<file path="src/rtl/stop_watch_cu.sv">
// -----------------------------------------------------------------------------
// stop_watch_cu -- stopwatch control unit
//
// Purpose:
//   Conditions three raw push-buttons (synchronize, debounce, detect press)
//   and runs the STOP / RUN / CLEAR controller for the stopwatch datapath.
//   It also holds a lap snapshot of the live time and selects between live and
//   frozen time for the display.
//
// Ports:
//   iClk, iRst                 clock (rising edge), asynchronous active-high reset
//   iBtn_Run/Clear/Lap         raw asynchronous push-buttons, active-high
//   imSec/iSec/iMin/iHour      live time from the datapath
//   oRun_Stop                  datapath run enable (state == RUN)
//   oClear                     one-cycle datapath clear strobe (state == CLEAR)
//   odmSec/odSec/odMin/odHour  display time: lap snapshot or live
//   oLap_Hold                  display is showing the frozen lap value
//   oState                     current state code (0 STOP, 1 RUN, 2 CLEAR)
// -----------------------------------------------------------------------------
module stop_watch_cu #(
  parameter int DEBOUNCE_CNT = 100_000
) (
  input  logic       iClk,
  input  logic       iRst,
  input  logic       iBtn_Run,
  input  logic       iBtn_Clear,
  input  logic       iBtn_Lap,
  input  logic [6:0] imSec,
  input  logic [5:0] iSec,
  input  logic [5:0] iMin,
  input  logic [4:0] iHour,
  output logic       oRun_Stop,
  output logic       oClear,
  output logic [6:0] odmSec,
  output logic [5:0] odSec,
  output logic [5:0] odMin,
  output logic [4:0] odHour,
  output logic       oLap_Hold,
  output logic [1:0] oState
);

  localparam int              CNT_W    = (DEBOUNCE_CNT > 1) ? $clog2(DEBOUNCE_CNT) : 1;
  localparam logic [CNT_W-1:0] CNT_LAST = CNT_W'(DEBOUNCE_CNT - 1);
  localparam logic [CNT_W-1:0] CNT_ONE  = CNT_W'(1);

  typedef enum logic [1:0] {
    ST_STOP  = 2'd0,
    ST_RUN   = 2'd1,
    ST_CLEAR = 2'd2
  } state_e;

  // Button index: 0 = run, 1 = clear, 2 = lap
  logic [2:0] btn_raw;
  logic [2:0] press;

  assign btn_raw = {iBtn_Lap, iBtn_Clear, iBtn_Run};

  // ---------------------------------------------------------------------------
  // Per-button conditioning: 2-FF synchronizer, debounce counter, rise detect.
  // ---------------------------------------------------------------------------
  genvar gi;
  generate
    for (gi = 0; gi < 3; gi++) begin : g_btn
      logic             sync1_q;
      logic             sync2_q;
      logic             level_q;
      logic             level_dly_q;
      logic             armed_q;
      logic             pulse_q;
      logic [CNT_W-1:0] cnt_q;
      logic [CNT_W-1:0] idle_q;

      always_ff @(posedge iClk or posedge iRst) begin
        if (iRst) begin
          sync1_q     <= 1'b0;
          sync2_q     <= 1'b0;
          level_q     <= 1'b0;
          level_dly_q <= 1'b0;
          armed_q     <= 1'b0;
          pulse_q     <= 1'b0;
          cnt_q       <= '0;
          idle_q      <= '0;
        end else begin
          sync1_q <= btn_raw[gi];
          sync2_q <= sync1_q;

          // Count consecutive cycles the synchronized input disagrees with the
          // accepted level; accept the new level after DEBOUNCE_CNT of them.
          if (sync2_q == level_q) begin
            cnt_q <= '0;
          end else if (cnt_q == CNT_LAST) begin
            cnt_q   <= '0;
            level_q <= sync2_q;
          end else begin
            cnt_q <= cnt_q + CNT_ONE;
          end

          // After reset the button must be seen released for a full debounce
          // window before presses count, so a button held through reset
          // never produces a press on release of reset.
          if (!armed_q) begin
            if (sync2_q) begin
              idle_q <= '0;
            end else if (idle_q == CNT_LAST) begin
              idle_q  <= '0;
              armed_q <= 1'b1;
            end else begin
              idle_q <= idle_q + CNT_ONE;
            end
          end

          level_dly_q <= level_q;
          pulse_q     <= armed_q & level_q & ~level_dly_q;
        end
      end

      assign press[gi] = pulse_q;
    end
  endgenerate

  logic run_pulse;
  logic clear_pulse;
  logic lap_pulse;

  assign run_pulse   = press[0];
  assign clear_pulse = press[1];
  assign lap_pulse   = press[2];

  // ---------------------------------------------------------------------------
  // Controller. The state register is a plain 2-bit vector so that the
  // unused code 2'd3 (e.g. after an upset) is representable and recovers.
  // ---------------------------------------------------------------------------
  logic [1:0] state_q, state_d;
  logic       lap_hold_q, lap_hold_d;
  logic [6:0] lap_msec_q, lap_msec_d;
  logic [5:0] lap_sec_q, lap_sec_d;
  logic [5:0] lap_min_q, lap_min_d;
  logic [4:0] lap_hour_q, lap_hour_d;

  always_ff @(posedge iClk or posedge iRst) begin
    if (iRst) begin
      state_q    <= ST_STOP;
      lap_hold_q <= 1'b0;
      lap_msec_q <= '0;
      lap_sec_q  <= '0;
      lap_min_q  <= '0;
      lap_hour_q <= '0;
    end else begin
      state_q    <= state_d;
      lap_hold_q <= lap_hold_d;
      lap_msec_q <= lap_msec_d;
      lap_sec_q  <= lap_sec_d;
      lap_min_q  <= lap_min_d;
      lap_hour_q <= lap_hour_d;
    end
  end

  always_comb begin
    state_d    = state_q;
    lap_hold_d = lap_hold_q;
    lap_msec_d = lap_msec_q;
    lap_sec_d  = lap_sec_q;
    lap_min_d  = lap_min_q;
    lap_hour_d = lap_hour_q;

    case (state_q)
      ST_STOP: begin
        // Priority run > clear > lap; losers in the same cycle are dropped.
        if (run_pulse) begin
          state_d = ST_RUN;
        end else if (clear_pulse) begin
          // Wipe the lap snapshot on entry so CLEAR already shows it cleared.
          state_d    = ST_CLEAR;
          lap_hold_d = 1'b0;
          lap_msec_d = '0;
          lap_sec_d  = '0;
          lap_min_d  = '0;
          lap_hour_d = '0;
        end else if (lap_pulse && lap_hold_q) begin
          lap_hold_d = 1'b0;
        end
      end

      ST_RUN: begin
        if (run_pulse) begin
          state_d = ST_STOP;
        end else if (lap_pulse) begin
          if (lap_hold_q) begin
            lap_hold_d = 1'b0;
          end else begin
            lap_hold_d = 1'b1;
            lap_msec_d = imSec;
            lap_sec_d  = iSec;
            lap_min_d  = iMin;
            lap_hour_d = iHour;
          end
        end
      end

      ST_CLEAR: begin
        state_d    = ST_STOP;
        lap_hold_d = 1'b0;
        lap_msec_d = '0;
        lap_sec_d  = '0;
        lap_min_d  = '0;
        lap_hour_d = '0;
      end

      default: begin
        state_d = ST_STOP;
      end
    endcase
  end

  // Moore outputs decoded from the state register.
  assign oRun_Stop = (state_q == ST_RUN);
  assign oClear    = (state_q == ST_CLEAR);
  assign oState    = state_q;
  assign oLap_Hold = lap_hold_q;

  // Display mux: frozen lap snapshot while holding, live time otherwise.
  assign odmSec = lap_hold_q ? lap_msec_q : imSec;
  assign odSec  = lap_hold_q ? lap_sec_q  : iSec;
  assign odMin  = lap_hold_q ? lap_min_q  : iMin;
  assign odHour = lap_hold_q ? lap_hour_q : iHour;

endmodule

</file>
<file path="config.mk">
export PLATFORM = sky130hd
export DESIGN_NAME = stop_watch_cu
export DESIGN_NICKNAME = d
export VERILOG_FILES = /design/src/rtl/stop_watch_cu.sv
export SDC_FILE = /design/constraint.sdc
export NUM_CORES = 1
export LEC_CHECK = 0
export CELL_PAD_IN_SITES_DETAIL_PLACEMENT = 0
export CELL_PAD_IN_SITES_GLOBAL_PLACEMENT = 2
export CORE_MARGIN = 2
export CORE_UTILIZATION = 34
export CTS_BUF_LIST = sky130_fd_sc_hd__clkbuf_16
export CTS_CLUSTER_SIZE = 24
export DETAILED_ROUTE_END_ITERATION = 7
export PLACE_DENSITY_LB_ADDON = 0.3
export SLEW_MARGIN = 15
export SYNTH_ARGS = -nofsm -noshare
export SYNTH_HDL_FRONTEND = slang
export SYNTH_SLANG_ARGS = --single-unit
</file>
<file path="constraint.sdc">
create_clock -name iClk -period 4.76 [get_ports iClk]
set_clock_uncertainty 0.15 [all_clocks]
set_input_delay 0.952 -clock iClk [delete_from_list [all_inputs] [get_ports iClk]]
set_output_delay 0.952 -clock iClk [all_outputs]
set_load 0.01 [all_outputs]
</file>
==> key figures <==
Detailed routing
  • Post-route ant nets: 0
  • WL final: 13700 um
  • First-iteration detailed-routing DRC count: ~240
  • Pre-antenna DRT Iters: 4
  • Via density per instance: 4.92
  • Final routed wire length divided by cell count: around 13 um
  • Vias: about 5000
  • Remaining DRCs: 0

Logic synthesis
  • Synthesized area per cell: around 10 um2
  • Sequential element share of the synthesized area: 0.527
  • Async SR Flop Fraction: 1.00
  • Synthesized netlist cell count: 675
  • Library cells used by synthesis: between 40 and 50
  • EDFF count, synth: 0
  • Synth Register Bits: around 150
  • Number of nets in the synthesized netlist: between 700 and 800
  • Total standard cell area after synthesis: 6980 um2
  • Most instantiated flip-flop cell in the synthesis netlist: sky130_fd_sc_hd__dfrtp_1
  • YS warnings: 0

Power
  • Total power: between 2000 and 3000 uW
  • Combinational cell fraction of total power: 0.046
  • Total power density per cell area: between 300 and 400 nW/um2
  • Net switching power: ~580 uW
  • Internal power consumption: 2300 uW
  • IR drop worst, VDD: between 0.2 and 0.25 mV
  • Leakage component of the power: between 0.003 and 0.004 uW
  • Fraction of power spent switching nets: 0.201
  • Portion of total power attributed to sequential cells: 0.446
  • Clock group share of total power: 0.508

STA
  • Total negative slack: 0 ns
  • Slew headroom: 0.283
  • Final hold viol count: 0
  • RSZ-0062 raised after global routing: no
  • Final cycle utilization of the critical path: 0.739
  • Worst slew pin tran: approximately 1.1 ns
  • Smallest setup slack after layout: 1.24 ns
  • Final setup violation count: 0
  • Highest Clock Rate: around 0.28 GHz
  • Number of pins exceeding their max-slew limit in the final report: 0
  • Worst Hold Margin: roughly 0.20 ns
  • Tmin final: 3.52 ns

Critical path
  • Reg2reg end: lap_sec_q[4]$_DFFE_PP0P_
  • Arrival time of data at the critical path endpoint: between 2 and 2.5 ns
  • Cell type group with the largest total delay on the critical path: flip-flops
  • CP cell instances: mux2_2, clkdlybuf4s50_1
  • Type of the worst setup path: reg -> out
  • R2R setup slack: 2.28 ns
  • Max FO, Critical Path: 27
  • Crit start category: flop
  • RR Startpoint: oState[0]$_DFFE_PP0P_
  • Number of cell instances on the worst register-to-register path: 4
  • Buf+Inv Stages, Crit Path: 1
  • Slowest CP cell: sky130_fd_sc_hd__dfrtp_1
  • Critical path required time: around 3.7 ns
  • Delay of the slowest cell on the worst path: about 1.1 ns
  • Kind of capture point of the worst setup path: output pin

Cells and area
  • Number of filler cells placed in the layout: between 1500 and 2000
  • Most frequent cells in the layout: sky130_fd_sc_hd__dfrtp_1 (147), sky130_fd_sc_hd__nor2_1 (116), sky130_fd_sc_hd__nand2_1 (68)
  • Area Overhead vs Synth: 21.3%
  • Most frequent standard cell in the layout excluding fill and tap cells: sky130_fd_sc_hd__dfrtp_1
  • Design area: 8460 um2
  • Final net count: around 770
  • Fraction of final layout cells sized beyond drive strength 1: 0.0913
  • Count of inserted antenna diode cells: 0

Clocking
  • Clock insertion delay at the later pin of the skew report: 0.41 ns
  • CTS H-Tree Depth: 4
  • Clock tree from TritonCTS: done
  • Buffer count from post-CTS setup fixing: 0
  • Clock-pin transition on the worst setup and hold timing paths: 0.06 ns
  • Cell at the root of the clock tree: sky130_fd_sc_hd__clkbuf_16
  • Number of buffers on the longest clock path: 2
  • Count of clock tree sinks: about 150
  • Post-CTS Hold Fix Bufs: 0
  • Number of instances resized during post-cts repair: 0
  • Number of buffers created by CTS: 17

Floorplanning
  • Floorplan die area: around 22000 um2
  • Initial standard-cell utilization of the core: 0.346
  • Core box area: between 20000 and 25000 um2
  • Top-level I/O count: 58
  • Rows: 52
  • Width of the chip: about 150 um
  • Vertical extent of the die: 147 um

Place
  • Pre-CTS WS: around 1.5 ns
  • DPL Wire Length: about 9000 um
  • Placer's final routability congestion estimate: 0.736
  • Number of I/O port buffers: 57
  • Cell area reported after detailed placement: between 7000 and 8000 um2

Min path
  • Cell depth of the worst min-delay path: 0
  • Startpoint of the lowest-slack hold path: g_btn[0].sync1_q$_DFF_PP0_
  • Destination of the worst hold path: g_btn[0].sync2_q$_DFF_PP0_
  • Path category of the worst min-delay check: reg -> reg

Global routing
  • Total GRT Usage: 0.137
  • Number of global-route vias before repair: between 5000 and 6000
  • Number of antenna violations at the first check in global routing: 0
  • Wire length of the first global-routing pass: roughly 24000 um
  • Final global-route overflow total: 0
  • Pin count of the biggest net entering global routing: 47

Run status
  • Outcome: finished, final reports clean

Run
  • Max-capacitance violation count: 0
==> cell families after synthesis <==
family,count (synthesis),share of synthesized area
AO/OA/AOI/OAI,59,0.0640
AND/OR/NAND/NOR,314,0.221
flip-flops,147,0.527
XOR/XNOR,82,0.103
multiplexers,29,0.0464
adder cells (fa/ha/maj),6,0.0108
buffers and inverters,38,0.0276
==> final cells by class <==
| type | count | area [um2] | share of cell area |
|---|---|---|---|
| Sequential cell | 147 | 3680 | 0.435 |
| Inverter | 13 | 52.6 | 0.00621 |
| Tap cell | 270 | 338 | 0.0399 |
| Clock buffer | 17 | 425 | 0.0503 |
| Multi-Input combinational cell | 490 | 3110 | 0.367 |
| Timing Repair Buffer | 63 | 641 | 0.0757 |
| Clock inverter | 15 | 220 | 0.0260 |
==> power by group through the flow <==
stage	registers (uW)	clock network, uW	logic, uW
final	1280	1460	133
after global placement	1300	0	133
after CTS	1280	1510	136
after global routing	1280	1570	151
after detailed placement	1300	0	135
after floorplan	1300	0	74.7
==> Yosys cell counts, drive strengths merged (13+ instances only) <==
cell / instances / area, um2
dfrtp: 147 / 3680
nor2: 116 / 435
nand2: 68 / 255
xor2: 50 / 438
xnor2: 32 / 280
nand3: 28 / 140
mux2: 27 / 304
a32o: 24 / 240
nor3: 21 / 110
nand4: 18 / 113
buf: 16 / 110
o21ai: 16 / 80.1
and3: 15 / 93.8
and4: 13 / 114
inv: 13 / 48.8
==> registers in the layout, summed over array words and instances, names as in the netlist <==
signal,cells
g_btn.sync1_q,3
g_btn.armed_q,3
lap_msec_q,7
clear_pulse,1
g_btn.sync2_q,3
oLap_Hold,1
g_btn.idle_q,51
g_btn.pulse_q,2
g_btn.level_dly_q,3
g_btn.level_q,3
g_btn.cnt_q,51
lap_hour_q,5
oState,2
lap_min_q,6
lap_sec_q,6
==> worst max-delay path by stage <==
stage	from	endpoint	slack [ns]	cells past startpoint
final	oLap_Hold$_DFFE_PP0P_	odMin[5]	1.24	2
after global routing	oLap_Hold$_DFFE_PP0P_	odHour[3]	1.08	2
after CTS	oLap_Hold$_DFFE_PP0P_	odMin[5]	1.19	2
after detailed placement	iSec[3]	odSec[3]	1.51	3
after global placement	iSec[3]	odSec[3]	1.51	3
after floorplan	iRst	clear_pulse$_DFF_PP0_	1.81	1
==> through the flow <==
step / std cells / utilization
2_1_floorplan: 675 / -
3_3_place_gp: 982 / 0.387
3_5_place_dp: 982 / 0.387
4_1_cts: 1014 / 0.419
5_1_grt: 1015 / 0.420
6_report: 1015 / 0.420
==> metal layers <==
metal  vias up  GRT usage  routed length, um
met5         -          0                  0
met4         0     0.0452                144
met3         9     0.0307                440
met2        70      0.221               6440
met1      2456      0.183               6630
li1       2456          -                  -
Note: power is estimated with default switching activity, not from simulation.
